[config.mk]
export PLATFORM = sky130hd
export DESIGN_NAME = des_sbox_engine
export DESIGN_NICKNAME = d
export VERILOG_FILES = /design/src/rtl/des_sbox_pkg.sv /design/src/rtl/des_sbox_lut.sv /design/src/rtl/des_sbox_engine.sv
export SDC_FILE = /design/constraint.sdc
export NUM_CORES = 1
export LEC_CHECK = 0
export BUFFER_PORTS_ARGS = -buffer_cell sky130_fd_sc_hd__buf_2
export CAP_MARGIN = 10
export CORE_MARGIN = 2
export CORE_UTILIZATION = 50
export DETAILED_ROUTE_END_ITERATION = 16
export PLACE_DENSITY = 0.88
export RECOVER_POWER = 100
export SLEW_MARGIN = 0
export SYNTH_ARGS = -nofsm -noshare
export SYNTH_HDL_FRONTEND = slang
export SYNTH_SLANG_ARGS = --single-unit
[constraint.sdc]
create_clock -name CLK -period 2.2 [get_ports CLK]
set_input_delay 0.66 -clock CLK [delete_from_list [all_inputs] [get_ports CLK]]
set_output_delay 0.66 -clock CLK [all_outputs]
set_load 0.01 [all_outputs]
[src/rtl/des_sbox_pkg.sv]
// des_sbox_pkg: DES S-box tables, P permutation and engine FSM states shared by the S-box engine.
package des_sbox_pkg;

    localparam int NUM_SBOX   = 8;
    localparam int SBOX_IN_W  = 6;
    localparam int SBOX_OUT_W = 4;

    typedef enum logic [1:0] {IDLE, RUN, DONE} state_t;

    // Indexed [box][row*16+col]; box 0 is S1.
    localparam logic [SBOX_OUT_W-1:0] SBOX_TABLE [NUM_SBOX][64] = '{
        '{14, 4,13, 1, 2,15,11, 8, 3,10, 6,12, 5, 9, 0, 7,
           0,15, 7, 4,14, 2,13, 1,10, 6,12,11, 9, 5, 3, 8,
           4, 1,14, 8,13, 6, 2,11,15,12, 9, 7, 3,10, 5, 0,
          15,12, 8, 2, 4, 9, 1, 7, 5,11, 3,14,10, 0, 6,13},
        '{15, 1, 8,14, 6,11, 3, 4, 9, 7, 2,13,12, 0, 5,10,
           3,13, 4, 7,15, 2, 8,14,12, 0, 1,10, 6, 9,11, 5,
           0,14, 7,11,10, 4,13, 1, 5, 8,12, 6, 9, 3, 2,15,
          13, 8,10, 1, 3,15, 4, 2,11, 6, 7,12, 0, 5,14, 9},
        '{10, 0, 9,14, 6, 3,15, 5, 1,13,12, 7,11, 4, 2, 8,
          13, 7, 0, 9, 3, 4, 6,10, 2, 8, 5,14,12,11,15, 1,
          13, 6, 4, 9, 8,15, 3, 0,11, 1, 2,12, 5,10,14, 7,
           1,10,13, 0, 6, 9, 8, 7, 4,15,14, 3,11, 5, 2,12},
        '{ 7,13,14, 3, 0, 6, 9,10, 1, 2, 8, 5,11,12, 4,15,
          13, 8,11, 5, 6,15, 0, 3, 4, 7, 2,12, 1,10,14, 9,
          10, 6, 9, 0,12,11, 7,13,15, 1, 3,14, 5, 2, 8, 4,
           3,15, 0, 6,10, 1,13, 8, 9, 4, 5,11,12, 7, 2,14},
        '{ 2,12, 4, 1, 7,10,11, 6, 8, 5, 3,15,13, 0,14, 9,
          14,11, 2,12, 4, 7,13, 1, 5, 0,15,10, 3, 9, 8, 6,
           4, 2, 1,11,10,13, 7, 8,15, 9,12, 5, 6, 3, 0,14,
          11, 8,12, 7, 1,14, 2,13, 6,15, 0, 9,10, 4, 5, 3},
        '{12, 1,10,15, 9, 2, 6, 8, 0,13, 3, 4,14, 7, 5,11,
          10,15, 4, 2, 7,12, 9, 5, 6, 1,13,14, 0,11, 3, 8,
           9,14,15, 5, 2, 8,12, 3, 7, 0, 4,10, 1,13,11, 6,
           4, 3, 2,12, 9, 5,15,10,11,14, 1, 7, 6, 0, 8,13},
        '{ 4,11, 2,14,15, 0, 8,13, 3,12, 9, 7, 5,10, 6, 1,
          13, 0,11, 7, 4, 9, 1,10,14, 3, 5,12, 2,15, 8, 6,
           1, 4,11,13,12, 3, 7,14,10,15, 6, 8, 0, 5, 9, 2,
           6,11,13, 8, 1, 4,10, 7, 9, 5, 0,15,14, 2, 3,12},
        '{13, 2, 8, 4, 6,15,11, 1,10, 9, 3,14, 5, 0,12, 7,
           1,15,13, 8,10, 3, 7, 4,12, 5, 6,11, 0,14, 9, 2,
           7,11, 4, 1, 9,12,14, 2, 0, 6,10,13,15, 3, 5, 8,
           2, 1,14, 7, 4,10, 8,13,15,12, 9, 0, 3, 5, 6,11}
    };

    // 1-based source bit (MSB = bit 1) for each output bit, MSB first.
    localparam int P_TABLE [32] = '{
        16, 7,20,21,29,12,28,17, 1,15,23,26, 5,18,31,10,
         2, 8,24,14,32,27, 3, 9,19,13,30, 6,22,11, 4,25
    };

    function automatic logic [31:0] p_perm(input logic [31:0] x);
        logic [31:0] r;
        r = '0;
        for (int i = 0; i < 32; i++)
            r[31-i] = x[5'(32 - P_TABLE[i])];
        return r;
    endfunction

endpackage

[src/rtl/des_sbox_lut.sv]
// des_sbox_lut: combinational lookup of one 6-bit chunk in the selected DES S-box.
module des_sbox_lut
    import des_sbox_pkg::*;
(
    input  logic [2:0]            box,
    input  logic [SBOX_IN_W-1:0]  chunk,
    output logic [SBOX_OUT_W-1:0] nibble
);

    // Row is the outer bit pair, column the inner four bits.
    assign nibble = SBOX_TABLE[box][{chunk[5], chunk[0], chunk[4:1]}];

endmodule

[src/rtl/des_sbox_engine.sv]
// des_sbox_engine: DES S1..S8 substitution evaluating LANES boxes per cycle with valid/ready handshakes.
// Define DES_SBOX_PPERM_EN to apply the P permutation to SBOX_OUT.
module des_sbox_engine
    import des_sbox_pkg::*;
#(
    parameter int LANES = 8
)
(
    input  logic        CLK,
    input  logic        RST,
    input  logic        IN_VALID,
    output logic        IN_READY,
    input  logic [47:0] SBOX_IN,
    output logic        OUT_VALID,
    input  logic        OUT_READY,
    output logic [31:0] SBOX_OUT,
    output logic        BUSY
);

    localparam int ITER = NUM_SBOX / LANES;
    localparam int CW   = (ITER > 1) ? $clog2(ITER) : 1;

    if (!(LANES == 1 || LANES == 2 || LANES == 4 || LANES == 8)) begin : g_bad_lanes
        $error("des_sbox_engine: LANES must be 1, 2, 4 or 8");
    end

    state_t          state, next_state;
    logic [CW-1:0]   cnt;
    logic [47:0]     in_reg;
    logic [31:0]     res;
    logic            last;
    logic [2:0]      box   [LANES];
    logic [5:0]      chunk [LANES];
    logic [3:0]      nib   [LANES];

    assign last = cnt == CW'(ITER - 1);

    for (genvar i = 0; i < LANES; i++) begin : g_lane
        assign box[i]   = 3'(int'(cnt) * LANES + i);
        assign chunk[i] = in_reg[6'(47 - 6 * int'(box[i])) -: 6];
        des_sbox_lut u_lut (
            .box    (box[i]),
            .chunk  (chunk[i]),
            .nibble (nib[i])
        );
    end

    always_comb begin
        next_state = state;
        next_state = (state == IDLE && IN_VALID)  ? RUN  :
                     (state == RUN  && last)      ? DONE :
                     (state == DONE && OUT_READY) ? IDLE : state;
    end

    always_ff @(posedge CLK or posedge RST) begin
        if (RST) begin
            state  <= IDLE;
            cnt    <= '0;
            in_reg <= '0;
            res    <= '0;
        end else begin
            state <= next_state;
            if (state == IDLE && IN_VALID) begin
                in_reg <= SBOX_IN;
                cnt    <= '0;
            end
            if (state == RUN) begin
                cnt <= last ? '0 : cnt + 1'b1;
                for (int l = 0; l < LANES; l++)
                    res[5'(31 - 4 * int'(box[l])) -: 4] <= nib[l];
            end
        end
    end

    assign IN_READY  = state == IDLE && !RST;
    assign OUT_VALID = state == DONE;
    assign BUSY      = state != IDLE;

`ifdef DES_SBOX_PPERM_EN
    assign SBOX_OUT = p_perm(res);
`else
    assign SBOX_OUT = res;
`endif

endmodule

==> impl_metrics.toml <==
[run_status]
outcome = "completed"

[critical_path]
worstPathArrival_ps = 2260
crit_type = "reg -> reg"
cp-end-kind = "flip-flop"
worstSetupStartpointType = "flip-flop"
reg2reg_slack_ps = 160
crit_fanout = 9
worstPathRequired_ps = 2420

[clock_network]
ctsResizeCount = 0
cts_setup_buffers = 0
cts.sinks = 42
htreeDepth = 2
path_clk_slew_ps = 90
cts_buffers = 5
cts-root-buf = "clkbuf_8"
clock_latency_ps = 300
cts_tree = "done"
hold_buffers = 0
clockBufferDepth = 2

[die]
die_w_um = 95.7
num_io_pins = 87
core_um2 = 8180
dieArea_um2 = 9160
num_rows = 33
initial_core_util_pct = 51.4
fp.dieH_um = 95.7

[synth]
synthCells = 511
syn_area_um2 = 4210
synth_seq_area_share_pct = 25.0
syn_area_per_cell_um2 = 8.23
yosys.area_share.simple_pct = 17.3
synth_top_family_by_area = "compound AO/OA/AOI/OAI gates"
ys_ff_latch = 42
synth_enable_flop_cells = 0
synth-compound-area-share_pct = 23.7
synth_top_cell_by_area = "dfrtp_1"
async_flop_share_pct = 100
yosysWarningCount = 0
yosys.area.top_type_share_pct = 25.0
synth_fa_ha_area_share_pct = 9.52
synth_ff_type = "dfrtp_1"
synth_commonest_cells = "nand2_1, dfrtp_1, o21ai_0"
ys_top_cells_by_area = "dfrtp_1, ha_1, nand2_1, o21ai_0, a21oi_1"
synth_cell_types = 60
synth.most_common_cell = "nand2_1"
post_synth_mux_area_share_pct = 11.6
synthXorXnorAreaFrac_pct = 2.29

[sta]
worst_slack_ps = 156
grt_setup_unrepaired = "false"
setup_viol = 0
hold_violations = 0
layout_min_cycle_time_ps = 2040
timing.fmax_mhz = 489
drv_slew = 0
final.setup.tns_ps = 0
relSlewSlack_pct = 30.6
finalCritPeriodShare_pct = 92.9
skew_ps = 12.9
worst_pin_slew_ps = 1040

[finish]
nets = 629
final_util_pct = 56.2
largest_register_ffs = 24
syn2layout_area_growth_pct = 9.28
final_layout_size_suffix_gt1_share_pct = 15.9
num_antenna_cells = 0

[global_route]
grtUsageTotal_pct = 23.7
grt_pass1_vias = 3658
antenna_found_initial = 0
grt_pass1_wl_um = 17400
grt.overflow.total = 0
grt_start_max_net_pins = 28

[power]
pwr-share-clk_pct = 7.9
power_density_nw_per_um2 = 1680
peakVddDrop_mv = 0.848
p_comb_share_pct = 66.5
internal-power_mw = 3.85
p_leak_nw = 1.97
switching_share_pct = 50.2
netSwitchingPower_mw = 3.87
seq_power_share_pct = 25.6

[route]
dr.pass1.iters = 5
wire_per_inst_um = 15.9
drtAntennaViolNets = 0
drt-vias-per-instance = 6.03
drc = 0
drtIter0Drc = 327
vias = 3927
routed_wirelength_um = 10400

[place]
post-place-ws_ps = 221
gp_congestion = 0.943
port_buffers = 46
dpl.hpwl_um = 7520

[min_path]
hold_class = "in -> async"

[job]
maxCapViolCount = 0
critical path, cell delays in order (launching register included):
cell and delay, ps:
dfrtp_1 360, inv_1 60, ha_1 360, clkbuf_2 260
a21oi_1 100, mux4_2 460, or3_1 300, o21ai_0 70
routing by layer:
layer	up-vias	track usage, %	wire length [um]
met4	0	6.43	91
met3	15	3.29	693
li1	1871	-	-
met5	-	0	0
met1	1905	31.5	4430
met2	136	40.6	5170
cells in the final DEF, fill, tap and decap left out, types with 4 or more instances in the layout:
| cell type | instances |
|---|---|
| xnor2_1 | 6 |
| o211ai_1 | 12 |
| dfrtp_1 | 41 |
| nor3b_1 | 5 |
| a211o_1 | 5 |
| nand3_1 | 10 |
| mux2i_1 | 15 |
| nor2_1 | 34 |
| mux2_2 | 13 |
| a211oi_1 | 11 |
| conb_1 | 16 |
| o21ai_0 | 36 |
| buf_4 | 23 |
| nor2b_1 | 13 |
| or3_1 | 5 |
| nor3_1 | 5 |
| nand2_1 | 53 |
| a41oi_1 | 4 |
| o2111ai_1 | 5 |
| o311ai_0 | 8 |
| a21oi_1 | 32 |
| ha_1 | 31 |
| inv_1 | 23 |
| clkbuf_2 | 4 |
| clkbuf_1 | 22 |
| nand2b_1 | 10 |
| buf_2 | 27 |
| xor2_1 | 5 |
| a31oi_1 | 6 |
| clkbuf_8 | 8 |
| mux4_2 | 5 |
power groups by stage:
stage | combinational [mW] | clock, mW | sequential (mW)
floorplan | 4.30 | 0 | 1.49
CTS | 5.17 | 0.617 | 1.96
detailed placement | 5.14 | 0 | 1.97
global route | 5.72 | 0.649 | 2.08
finish | 5.13 | 0.609 | 1.98
global placement | 4.88 | 0 | 1.92
final timing paths:
check / startpoint / endpoint / depth (start not counted)
max in group asynchronous: RST / in_reg[20] / 3
worst max-delay path: in_reg[20] / SBOX_OUT[15] / 7
min in group CLK: SBOX_OUT[14] / SBOX_OUT[14] / 2
worst min-delay path: RST / in_reg[2] / 2
worst min register to register: SBOX_OUT[14] / SBOX_OUT[14] / 2
worst max register to register: in_reg[20] / SBOX_OUT[15] / 7
per-stage QoR:
step	instances	hold slack [ps]	instance area (um2)	total power, mW
2_1_floorplan	526	497	4280	5.79
3_3_place_gp	643	473	4550	6.80
3_5_place_dp	643	486	4550	7.11
4_1_cts	651	362	4660	7.75
5_1_grt	651	346	4600	8.45
6_report	651	329	4600	7.72
logic make-up after synthesis:
group,Yosys count
muxes,36
other,1
and+or+nand+nor,151
AOI/OAI and AO/OA,149
adders and majority gates,32
buffers and inverters,89
DFF,42
xor gates and xnor gates,11
final cells by class:
type	count	area, um2
clock buffers	8	110
fillers	767	3580
inverters	24	90.1
multi-input cells	395	2780
flip-flops and latches	42	1050
well taps	105	131
repair buffers	77	430
Note: power is estimated with default switching activity, not from simulation.
